**src/rtl/motion_pkg.sv**
```systemverilog
// rtl/motion_pkg.sv - shared state encodings, widths and defaults for the motion alarm path
package motion_pkg;

  localparam int unsigned DEF_CONFIRM_FRAMES  = 3;
  localparam int unsigned DEF_HOLD_CYCLES     = 25_000_000;
  localparam int unsigned DEF_COOLDOWN_CYCLES = 100_000_000;

  localparam int unsigned EVENT_CNT_W = 8;
  localparam int unsigned RUN_W       = 4;
  localparam int unsigned HOLD_W      = 25;
  localparam int unsigned COOL_W      = 27;

  typedef enum logic [1:0] {
    ST_IDLE     = 2'd0,
    ST_SEND     = 2'd1,
    ST_COOLDOWN = 2'd2
  } alarm_state_e;

  // Consecutive-frame count that sticks at the confirmation threshold.
  function automatic logic [RUN_W-1:0] sat_inc_run(input logic [RUN_W-1:0] v,
                                                   input logic [RUN_W-1:0] lim);
    return (v >= lim) ? lim : v + 1'b1;
  endfunction

endpackage

```
**src/rtl/vsync_edge_sync.sv**
```systemverilog
// rtl/vsync_edge_sync.sv - 2-FF synchronizer with registered rising-edge pulse
module vsync_edge_sync (
  input  logic clk,
  input  logic clr,
  input  logic async_in,
  output logic pulse
);

  logic sync1_q, sync1_d;
  logic sync2_q, sync2_d;
  logic prev_q, prev_d;
  logic pulse_q, pulse_d;

  always_comb begin
    sync1_d = async_in;
    sync2_d = sync1_q;
    prev_d  = sync2_q;
    pulse_d = sync2_q & ~prev_q;
  end

  always_ff @(posedge clk) begin
    if (clr) begin
      sync1_q <= 1'b0;
      sync2_q <= 1'b0;
      prev_q  <= 1'b0;
      pulse_q <= 1'b0;
    end else begin
      sync1_q <= sync1_d;
      sync2_q <= sync2_d;
      prev_q  <= prev_d;
      pulse_q <= pulse_d;
    end
  end

  assign pulse = pulse_q;

endmodule

```
**src/rtl/motion_alarm_ctrl.sv**
```systemverilog
// rtl/motion_alarm_ctrl.sv - frame-confirmed motion alarm with LED hold, snapshot request and cooldown
module motion_alarm_ctrl
  import motion_pkg::*;
#(
  parameter int unsigned CONFIRM_FRAMES  = DEF_CONFIRM_FRAMES,
  parameter int unsigned HOLD_CYCLES     = DEF_HOLD_CYCLES,
  parameter int unsigned COOLDOWN_CYCLES = DEF_COOLDOWN_CYCLES
) (
  input  logic                   clk,
  input  logic                   clr,
  input  logic                   frame_start,
  input  logic                   motion_detected,
  input  logic                   arm,
  input  logic                   tx_done,
  output logic                   tx_start,
  output logic                   motion_led,
  output logic [1:0]             alarm_state,
  output logic [EVENT_CNT_W-1:0] event_count
);

  localparam logic [RUN_W-1:0]  RUN_MAX = RUN_W'(CONFIRM_FRAMES);
  localparam logic [HOLD_W-1:0] HOLD_LD = HOLD_W'(HOLD_CYCLES);
  localparam logic [COOL_W-1:0] COOL_LD = COOL_W'(COOLDOWN_CYCLES);

  logic frame_tick;

  alarm_state_e          state_q, state_d;
  logic                  hit_q, hit_d;
  logic [RUN_W-1:0]      run_q, run_d;
  logic [HOLD_W-1:0]     hold_q, hold_d;
  logic                  led_q, led_d;
  logic [COOL_W-1:0]     cool_q, cool_d;
  logic                  tx_start_q, tx_start_d;
  logic [EVENT_CNT_W-1:0] event_q, event_d;

  logic                  closing;
  logic [RUN_W-1:0]      run_step;

  vsync_edge_sync u_vsync (
    .clk      (clk),
    .clr      (clr),
    .async_in (frame_start),
    .pulse    (frame_tick)
  );

  always_comb begin
    state_d    = state_q;
    run_d      = run_q;
    cool_d     = cool_q;
    tx_start_d = 1'b0;
    event_d    = event_q;

    // Motion seen in the tick cycle itself belongs to the frame being closed.
    closing  = hit_q | motion_detected;
    hit_d    = frame_tick ? 1'b0 : closing;
    run_step = closing ? sat_inc_run(run_q, RUN_MAX) : '0;

    hold_d = hold_q;
    if (motion_detected) begin
      hold_d = HOLD_LD;
    end else if (hold_q != '0) begin
      hold_d = hold_q - 1'b1;
    end
    led_d = motion_detected | (hold_q != '0);

    case (state_q)
      ST_IDLE: begin
        if (!arm) begin
          run_d = '0;
        end else if (frame_tick) begin
          run_d = run_step;
          if (run_step == RUN_MAX) begin
            state_d    = ST_SEND;
            tx_start_d = 1'b1;
            if (event_q != '1) begin
              event_d = event_q + 1'b1;
            end
          end
        end
      end
      ST_SEND: begin
        run_d = '0;
        if (tx_done) begin
          state_d = ST_COOLDOWN;
          cool_d  = COOL_LD;
        end else if (!arm) begin
          state_d = ST_IDLE;
        end
      end
      ST_COOLDOWN: begin
        // A tick landing on the expiry cycle is dropped: run stays at zero here.
        run_d = '0;
        if (cool_q == '0) begin
          state_d = ST_IDLE;
        end else begin
          cool_d = cool_q - 1'b1;
        end
      end
      default: begin
        state_d = ST_IDLE;
        run_d   = '0;
      end
    endcase
  end

  always_ff @(posedge clk) begin
    if (clr) begin
      state_q    <= ST_IDLE;
      hit_q      <= 1'b0;
      run_q      <= '0;
      hold_q     <= '0;
      led_q      <= 1'b0;
      cool_q     <= '0;
      tx_start_q <= 1'b0;
      event_q    <= '0;
    end else begin
      state_q    <= state_d;
      hit_q      <= hit_d;
      run_q      <= run_d;
      hold_q     <= hold_d;
      led_q      <= led_d;
      cool_q     <= cool_d;
      tx_start_q <= tx_start_d;
      event_q    <= event_d;
    end
  end

  assign tx_start    = tx_start_q;
  assign motion_led  = led_q;
  assign alarm_state = state_q;
  assign event_count = event_q;

endmodule
```
**config.mk**
```make
export PLATFORM = sky130hd
export DESIGN_NAME = motion_alarm_ctrl
export DESIGN_NICKNAME = d
export VERILOG_FILES = /design/src/rtl/motion_pkg.sv /design/src/rtl/vsync_edge_sync.sv /design/src/rtl/motion_alarm_ctrl.sv
export SDC_FILE = /design/constraint.sdc
export NUM_CORES = 1
export LEC_CHECK = 0
export BUFFER_PORTS_ARGS = -buffer_cell sky130_fd_sc_hd__buf_2
export CELL_PAD_IN_SITES_DETAIL_PLACEMENT = 1
export CELL_PAD_IN_SITES_GLOBAL_PLACEMENT = 1
export CORE_UTILIZATION = 40
export CTS_CLUSTER_SIZE = 10
export DETAILED_ROUTE_END_ITERATION = 6
export MAX_ROUTING_LAYER = met4
export PLACE_DENSITY_LB_ADDON = 0.1
export SYNTH_ARGS = -nofsm -noshare
export SYNTH_HDL_FRONTEND = slang
export SYNTH_SLANG_ARGS = --single-unit
export TNS_END_PERCENT = 10
```
**constraint.sdc**
```tcl
create_clock -name clk -period 2.1 [get_ports clk]
set_input_delay 0.21 -clock clk [delete_from_list [all_inputs] [get_ports clk]]
set_output_delay 0.21 -clock clk [all_outputs]
set_load 0.05 [all_outputs]
```
==> flow_summary_export.csv, run 1 <==
group,metric,value,unit
detailed_routing,ant_nets,0,
sta,fin_crit,2270,ps
detailed_routing,drc_errors,0,
synthesis,synth_top_area_frac,0.408,
synthesis,syn_area_per_cell,8.69,sq um
cts,cts_num_sinks,73,
setup_path,worst-path-max-fanout,8,
finish,multi_input_area,0.00213,sq mm
synthesis,synthTopCellsByCount,"dfxtp_1, nor2_1, a21oi_1, or3_1, or4_1",
synthesis,synth_compound_area_frac,0.166,
sta,slew_headroom,0.641,
global_routing,grt_pass1_wl,17.3,mm
synthesis,synth_top_family_by_area,"simple AND/OR/NAND/NOR gates",
finish,regArea,0.00147,sq mm
synthesis,synth_edf_count,0,
synthesis,synth_top_cell_by_area,"dfxtp_1",
synthesis,synth_ff_type,"dfxtp_1",
sta,slew_viol_final,0,
placement,dpl.cell_count,568,
job,cap_violations,0,
setup_path,criticalPathCategory,"register to register",
setup_path,slowest_delay,550,ps
placement,dpl-instance-area,0.00410,sq mm
sta,fin_ws,-170,ps
cts,htree_levels,3,
global_routing,grtUsageTotal,0.233,
synthesis,syn_inst,412,
finish,syn_to_final_growth,31.8,%
synthesis,ys_seq_elements,73,
cts,cts_buffers,9,
detailed_routing,wire_per_inst,17.0,um
floorplanning,initial_utilization,0.413,
setup_path,crit_family,"simple AND/OR/NAND/NOR gates",
finish,fill_cells,1042,
status,status,"finished with violations",
synthesis,syn_nets,423,
floorplanning,dieArea,0.00933,sq mm
finish,nets,498,
floorplanning,row_count,34,
detailed_routing,first_pass_iters,4,
setup_path,endpoint_kind,"register",
sta,setup_viol_count_final,24,
finish,drive_gt1_frac,0.311,
placement,port-buffer-count,17,
global_routing,overflow,0,
cts,cts_hold_buf,0,
global_routing,antenna_found_initial,0,
detailed_routing,routed_via_density,5.61,
cts,root_buffer,"clkbuf_8",
detailed_routing,vias,3365,
sta,hold_viol_final,0,
setup_path,cp_data_arrival_time,2510,ps
pwr,leakagePower,1.90,nW
sta,fmax,441,MHz
finish,fin_area,0.00472,sq mm
synthesis,netlist_area,0.00358,sq mm
global_routing,grt_pass1_vias,3538,
synthesis,synth_area_leaders,"dfxtp_1, or4_1, a21oi_1, or3_1, nor2_1",
placement,gp_congestion,0.783,
min_path,hold_path_class,"input port to register",
sta,fin_skew,8.75,ps
synthesis,synthMostInstantiatedCell,"dfxtp_1",
synthesis,yosys_warnings,0,
floorplanning,die-height,96.6,um
detailed_routing,routed_wl,10.2,mm
global_routing,grt_max_degree,30,
floorplanning,core,0.00868,sq mm
placement,hpwl,6.82,mm
finish,num_antenna_cells,0,
finish,finalNonFillerCells,600,
setup_path,worstSetupStartpointType,"register",
synthesis,synthDistinctLibCells,59,
synthesis,muxShareOfSynthArea,0.0140,
sta,tightest_slew,532,ps
setup_path,crit_buf_inv,3,
synthesis,synth_xor_area_frac,0.0489,
floorplanning,die_w,96.6,um
sta,fin_crit_sh,1.08,
synthesis,synthSimpleGateAreaFrac,0.305,
cts,clk_pin_slew,80,ps
cts,cts_tree,"yes",
pwr,p_per_area,687,mW/mm^2
pwr,ir_drop,0.322,mV
sta,tns,-2420,ps
floorplanning,ios,18,
setup_path,cp_cell_sequence,"inv_2 > ha_4 > or3b_4 > or4_4 > o21bai_4 > buf_4 > buf_8 > or3_1 > a21oi_1",
status,violations,"setup timing",
setup_path,crit_required,2340,ps
detailed_routing,drt-initial-drc-count,89,
setup_path,slowest_stage,"or4_4",
cts,clockBufferDepth,2,
cts,clkLatencyLatePin,350,ps
synthesis,ys_seq_area_frac,0.408,
synthesis,synthAdderAreaFrac,0.0175,
sta,rsz0062_at_grt,"yes",
synthesis,synthArstFlopShare,0,
placed cells by master (no fill, tap or decap), types with 6 or more instances in the layout:
master,instances
dfxtp_1,69
buf_4,58
nor2_1,32
a21oi_1,25
or3_1,22
buf_2,17
nand2_1,15
nor3_1,14
or4_1,14
o21ai_0,14
xor2_1,13
nand3_1,12
nor2b_1,12
clkbuf_8,10
nor4_1,9
o31ai_1,9
nand4_1,7
or4_4,7
xnor2_1,7
inv_1,6
o211ai_1,6
where the power goes:
part / switching, mW / leakage, nW / internal (mW)
registers: 0.0420 / 0.597 / 1.43
logic: 0.203 / 1.18 / 0.169
clock network: 0.575 / 0.123 / 0.826
layout make-up:
| cell class | count | share of cell area |
|---|---|---|
| tap | 108 | 0.0286 |
| inverter | 9 | 0.00716 |
| multi-input combinational | 308 | 0.452 |
| clock inverter | 6 | 0.0244 |
| timing repair buffer | 86 | 0.148 |
| clock buffer | 10 | 0.0292 |
| sequential | 73 | 0.311 |
cells by family (layout without fill, tap and decap cells):
group / after synthesis / count (layout)
AO/OA/AOI/OAI: 91 / 91
XOR/XNOR: 20 / 20
adder cells (fa/ha/maj): 5 / 5
buffers and inverters: 31 / 111
flip-flops: 73 / 73
multiplexers: 5 / 5
AND/OR/NAND/NOR: 187 / 187
flip-flops by register name, summed over array words and instances, names as in the netlist:
register / count
u_vsync.pulse: 1
event_count: 8
run_q: 4
u_vsync.sync1_q: 1
hit_q: 1
hold_q: 25
u_vsync.prev_d: 1
tx_start: 1
alarm_state: 2
motion_led: 1
cool_q: 27
u_vsync.prev_q: 1
timing repair:
action / CTS / global route
setup buffers: 10 / 4
pin swaps: 7 / 7
gates resized for setup: 31 / 21
cloned: 1 / 1
setup endpoints to repair: 39 / 44
final timing paths:
| kind | slack [ps] | from | cells after the start | to |
|---|---|---|---|---|
| setup / recovery | -170 | cool_q[0]$_SDFFE_PP0P_ | 9 | cool_q[11]$_SDFFE_PP0P_ |
| hold / removal | 70 | frame_start | 2 | u_vsync.sync1_q$_SDFF_PP0_ |
| setup reg to reg | -170 | cool_q[0]$_SDFFE_PP0P_ | 9 | cool_q[11]$_SDFFE_PP0P_ |
| hold reg to reg | 390 | u_vsync.prev_q$_SDFF_PP0_ | 1 | u_vsync.pulse$_SDFF_PP0_ |
metal layers:
metal  GRT usage  vias to the layer above  share of wire
li1            -                     1686              -
met1       0.265                     1644           0.44
met2       0.409                       27           0.53
met3      0.0520                        8          0.023
met4      0.0666                        0         0.0074
met5           -                        -              0
per-stage QoR:
| stage | worst slack, ps | utilization | hold slack (ps) | power, mW |
|---|---|---|---|---|
| after floorplan | -99.5 | - | 338 | 1.71 |
| after global placement | -113 | 0.473 | 373 | 1.82 |
| after detailed placement | -169 | 0.473 | 381 | 1.83 |
| after CTS | -119 | 0.528 | 51.3 | 3.25 |
| after global routing | -261 | 0.544 | 57.3 | 3.37 |
| final | -170 | 0.544 | 70.5 | 3.24 |
(Power assumes the default switching activity.)
==> inputs of run 2 (changes only) <==
--- a/config.mk
+++ b/config.mk
@@ -10,8 +10,10 @@
 export CELL_PAD_IN_SITES_GLOBAL_PLACEMENT = 1
 export CORE_UTILIZATION = 40
+export CTS_BUF_LIST = sky130_fd_sc_hd__clkbuf_4 sky130_fd_sc_hd__clkbuf_8 sky130_fd_sc_hd__clkbuf_16
 export CTS_CLUSTER_SIZE = 10
 export DETAILED_ROUTE_END_ITERATION = 6
 export MAX_ROUTING_LAYER = met4
 export PLACE_DENSITY_LB_ADDON = 0.1
+export SLEW_MARGIN = 40
 export SYNTH_ARGS = -nofsm -noshare
 export SYNTH_HDL_FRONTEND = slang
==> constraint.sdc (replaced) <==
create_clock -name clk -period 2.1 [get_ports clk]
set_input_delay 0.21 -clock clk [delete_from_list [all_inputs] [get_ports clk]]
set_output_delay 0.21 -clock clk [all_outputs]
set_load 0.1 [all_outputs]
==> run 2 against run 1 <==
- the flow still finishes with violations (setup timing)
- power is 5.9% lower
- critical path depth is 3 lower
- critical path type unchanged
- sequential power hardly changed
==> flow_summary_export.csv, run 2 (synthesized netlist as in run 1, its figures left out) <==
group,metric,value,unit
finish,nets,490,
setup_path,endpoint_kind,"register",
setup_path,cp_data_arrival_time,2440,ps
setup_path,reg2reg_slack,-100,ps
setup_path,worstSetupStartpointType,"register",
status,violations,"setup timing",
pwr,clkPwrFrac,0.393,
sta,fin_crit,2200,ps
finish,layout_common_cells,"dfxtp_1, buf_4, nor2_1",
global_routing,antenna_found_initial,0,
min_path,min-delay-start,"frame_start",
sta,rsz0062_at_grt,"yes",
placement,gp_congestion,0.798,
setup_path,crit_required,2330,ps
pwr,leakagePower,1.84,nW
sta,tns,-1670,ps
finish,finalNonFillerCells,592,
cts,clockBufferDepth,2,
pwr,p_per_area,669,mW/mm^2
sta,hold_viol_final,0,
placement,dpl.cell_count,572,
sta,tightest_slew,541,ps
cts,cts_buffers,9,
job,cap_violations,0,
finish,drive_gt1_frac,0.291,
pwr,switchingPower,875,uW
setup_path,criticalPathCategory,"register to register",
detailed_routing,wire_per_inst,16.7,um
cts,cts_num_sinks,73,
placement,hpwl,6.84,mm
setup_path,worst-path-max-fanout,5,
detailed_routing,drc_errors,0,
pwr,swShare,0.287,
setup_path,r2r-start,"cool_q[3]$_SDFFE_PP0P_",
global_routing,grt_pass1_wl,17.0,mm
finish,syn_to_final_growth,27.3,%
setup_path,r2r-end,"cool_q[14]$_SDFFE_PP0P_",
detailed_routing,drt-initial-drc-count,85,
sta,fmax,454,MHz
floorplanning,dieArea,0.00933,sq mm
cts,root_buffer,"clkbuf_8",
detailed_routing,routed_via_density,5.62,
detailed_routing,routed_wl,9.90,mm
cts,cts_tree,"yes",
sta,fin_ws,-104,ps
floorplanning,core,0.00868,sq mm
placement,port-buffer-count,17,
floorplanning,row_count,34,
floorplanning,die-height,96.6,um
global_routing,grt_max_degree,22,
floorplanning,die_w,96.6,um
pwr,ir_drop,0.374,mV
cts,htree_levels,3,
setup_path,r2r.worst_path.cells,6,
detailed_routing,vias,3327,
sta,slew_headroom,0.635,
floorplanning,initial_utilization,0.413,
detailed_routing,first_pass_iters,4,
finish,mostFrequentLayoutCell,"dfxtp_1",
sta,slew_viol_final,0,
pwr,p_int,2.17,mW
sta,fin_crit_sh,1.05,
finish,largest_reg_flops,27,
global_routing,grt_pass1_vias,3475,
pwr,pwr-share-seq,0.481,
global_routing,overflow,0,
cts,clkLatencyLatePin,360,ps
min_path,min_path_cells,2,
finish,num_antenna_cells,0,
global_routing,grtUsageTotal,0.229,
floorplanning,ios,18,
pwr,pwr-share-comb,0.127,
sta,fin_skew,12.3,ps
sta,setup_viol_count_final,24,
status,status,"finished with violations",
min_path,min_to,"u_vsync.sync1_q$_SDFF_PP0_",
min_path,hold_path_class,"input port to register",
cts,clk_pin_slew,90,ps
finish,top_register,"cool_q",
detailed_routing,ant_nets,0,
run 2: cell count changes in the layout (fill, tap and decap cells not counted), sizes merged:
cell	delta
buf	-8
bufinv	-2
clkbuf	-1
clkinv	-1
inv	+4
run 2: layer usage:
metal | track usage | part of all wire | vias to the layer above
li1 | - | - | 1663
met1 | 0.273 | 0.46 | 1626
met2 | 0.382 | 0.50 | 23
met3 | 0.0491 | 0.022 | 15
met4 | 0.0804 | 0.019 | 0
met5 | - | 0 | -
run 2: area by class of cell:
type                       instances  area (sq um)
multi-input combinational        308          2100
inverter                           9          33.8
tap                              108           135
clock buffer                       9           124
clock inverter                     7          83.8
sequential                        73          1470
timing repair buffer              78           612
fill                            1035          4120
run 2: worst max-delay path by stage:
stage                                      start                       to  slack, ps  depth (start not counted)
final                     cool_q[3]$_SDFFE_PP0P_  cool_q[14]$_SDFFE_PP0P_       -100                          6
after detailed placement  cool_q[0]$_SDFFE_PP0P_  cool_q[19]$_SDFFE_PP0P_       -240                          8
after global placement    cool_q[0]$_SDFFE_PP0P_  cool_q[25]$_SDFFE_PP0P_       -150                          8
after CTS                 cool_q[2]$_SDFFE_PP0P_  cool_q[13]$_SDFFE_PP0P_       -110                          6
after global routing      cool_q[3]$_SDFFE_PP0P_  cool_q[14]$_SDFFE_PP0P_       -180                          6
after floorplan           cool_q[2]$_SDFFE_PP0P_  cool_q[14]$_SDFFE_PP0P_       -140                          7
run 2: timing repair:
item                                    in CTS  in global routing
gates resized for setup                     22                 24
buffers inserted                             1                  1
pin swaps                                    5                 11
hold buffers                                 0                  0
endpoints found under the setup margin      38                 48
cloned                                       1                  1
run 2: power by group through the flow:
stage / Clock [mW] / Combinational (mW) / Sequential (mW)
floorplan: 0 / 0.213 / 1.50
global placement: 0 / 0.338 / 1.49
detailed placement: 0 / 0.347 / 1.50
CTS: 1.24 / 0.362 / 1.46
global route: 1.29 / 0.428 / 1.47
finish: 1.20 / 0.386 / 1.47
run 2: worst max-delay path, stage by stage (launching register included):
cell and delay [ps]:
dfxtp_1 320, or4_4 560, or4_4 590, o21bai_4 180, buf_6 150, mux2i_2 200, nand3_1 80
run 2: metrics by stage:
| stage | instance area (sq um) | utilization | total power, mW | worst slack [ps] | hold WS, ps |
|---|---|---|---|---|---|
| after global placement | 4120 | 0.475 | 1.83 | -147 | 372 |
| after CTS | 4420 | 0.510 | 3.06 | -115 | 56.1 |
| after floorplan | 3600 | - | 1.71 | -141 | 338 |
| final | 4560 | 0.525 | 3.05 | -104 | 70.9 |
| after global routing | 4560 | 0.525 | 3.19 | -177 | 70.3 |
| after detailed placement | 4120 | 0.475 | 1.84 | -236 | 379 |
==> inputs of run 3 (changes only) <==
Settings changed: PLACE_DENSITY from default to 0.74, PLACE_DENSITY_LB_ADDON 0.1 to default.
==> run 3 against run 2 <==
- the run still ends with setup timing left
- non-clock buffer count rose by 3
- setup slack got worse by 65 ps
- routed wire length rose by 4.9%
- die area did not move
- clock-buffer cell count rose by 1
- first-iteration DRC count rose by 12%
- critical path type unchanged
- sequential share of layout area fell by 0.31 points
- critical endpoint unchanged
- power rose by 0.16%
==> flow_summary_export.csv, run 3 (synthesized netlist as in run 1, its figures left out) <==
group,metric,value,unit
detailed_routing,first_pass_iters,4,
detailed_routing,wire_per_inst,17.5,um
cts,clockBufferDepth,2,
detailed_routing,drc_errors,0,
job,cap_violations,0,
finish,finalNonFillerCells,595,
detailed_routing,drt-initial-drc-count,95,
floorplanning,die_w,96.6,um
finish,layout_common_cells,"dfxtp_1, buf_4, nor2_1",
sta,tightest_slew,637,ps
finish,nets,493,
global_routing,overflow,0,
setup_path,crit_required,2340,ps
finish,num_antenna_cells,0,
placement,gp_congestion,0.791,
placement,hpwl,6.92,mm
min_path,hold_path_class,"input port to register",
pwr,p_per_area,663,mW/mm^2
placement,dpl-instance-area,0.00413,sq mm
finish,syn_to_final_growth,28.7,%
status,status,"finished with violations",
placement,port-buffer-count,17,
finish,drive_gt1_frac,0.308,
finish,largest_reg_flops,27,
floorplanning,dieArea,0.00933,sq mm
floorplanning,initial_utilization,0.413,
placement,place_ws,-255,ps
floorplanning,core,0.00868,sq mm
global_routing,grt_pass1_vias,3539,
detailed_routing,vias,3396,
placement,dpl.cell_count,572,
cts,cts_tree,"yes",
floorplanning,die-height,96.6,um
floorplanning,ios,18,
detailed_routing,routed_wl,10.4,mm
cts,cts_hold_buf,0,
cts,cts_num_sinks,73,
floorplanning,row_count,34,
sta,fin_crit_sh,1.08,
finish,mostFrequentLayoutCell,"dfxtp_1",
global_routing,grtUsageTotal,0.230,
pwr,p_total,3.05,mW
cts,clkLatencyLatePin,360,ps
setup_path,worstSetupStartpointType,"register",
setup_path,endpoint_kind,"register",
sta,hold_ws,73.3,ps
detailed_routing,routed_via_density,5.71,
sta,fin_ws,-169,ps
sta,hold_viol_final,0,
global_routing,grt_max_degree,33,
finish,top_register,"cool_q",
setup_path,cp_data_arrival_time,2510,ps
sta,slew_viol_final,0,
sta,rsz0062_at_grt,"yes",
sta,fin_crit,2270,ps
pwr,leakagePower,1.85,nW
cts,htree_levels,3,
detailed_routing,ant_nets,0,
global_routing,grt_pass1_wl,17.0,mm
cts,root_buffer,"clkbuf_8",
pwr,ir_drop,0.339,mV
setup_path,criticalPathCategory,"register to register",
sta,setup_viol_count_final,25,
sta,fin_skew,13.8,ps
finish,fin_area,0.00461,sq mm
sta,slew_headroom,0.571,
sta,fmax,441,MHz
setup_path,worst-path-max-fanout,7,
cts,cts_buffers,9,
status,violations,"setup timing",
cts,clk_pin_slew,90,ps
global_routing,antenna_found_initial,0,
==> run 3: cell count changes in the layout (fill, tap and decap cells not counted), sizes merged <==
cell  delta
buf      +4
inv      -1
==> run 3: repair_timing <==
item	CTS	global route
setup endpoints to repair	40	43
resized for setup	24	34
setup buffers	3	2
pin swaps	5	13
cloned	2	0
hold endpoints to repair	0	0
==> run 3: critical path, cell delays in order (launching register included) <==
cell	delay, ps
dfxtp_1	330
or4_4	560
or4_4	570
o21bai_4	260
buf_12	160
mux2i_1	170
nand3_1	100
==> run 3: layout make-up <==
| class | instances | area (sq um) |
|---|---|---|
| clock buffer | 10 | 138 |
| clock inverter | 6 | 72.6 |
| fill | 1030 | 4070 |
| inverter | 9 | 33.8 |
| multi-input combinational | 308 | 2140 |
| sequential | 73 | 1470 |
| tap | 108 | 135 |
| timing repair buffer | 81 | 616 |
==> run 3: worst paths after layout <==
kind	start	to	slack, ps	depth (start not counted)
max	cool_q[12]$_SDFFE_PP0P_	cool_q[14]$_SDFFE_PP0P_	-170	6
min reg2reg	u_vsync.prev_q$_SDFF_PP0_	u_vsync.pulse$_SDFF_PP0_	410	1
min	frame_start	u_vsync.sync1_q$_SDFF_PP0_	70	2
max reg2reg	cool_q[12]$_SDFFE_PP0P_	cool_q[14]$_SDFFE_PP0P_	-170	6
==> run 3: report_power, final <==
group	switching, mW	leakage [nW]	total (mW)	internal, mW
Clock	0.595	0.104	1.19	0.596
Sequential	0.0447	0.597	1.47	1.43
Combinational	0.215	1.15	0.391	0.175
Total	0.855	1.85	3.05	2.20
==> run 3: metal layers <==
metal / vias to the layer above / GRT usage / share of wire / wire length [um]
met2: 42 / 0.411 / 0.53 / 5540
met3: 11 / 0.0311 / 0.022 / 230
met5: - / - / 0 / 0
li1: 1667 / - / - / -
met4: 0 / 0.0792 / 0.014 / 148
met1: 1676 / 0.263 / 0.43 / 4460
==> run 3: stage by stage <==
| stage | utilization | TNS [ps] |
|---|---|---|
| floorplan | - | -1860 |
| global placement | 0.476 | -3010 |
| detailed placement | 0.476 | -5220 |
| CTS | 0.513 | -2110 |
| global route | 0.531 | -3560 |
| finish | 0.531 | -1960 |
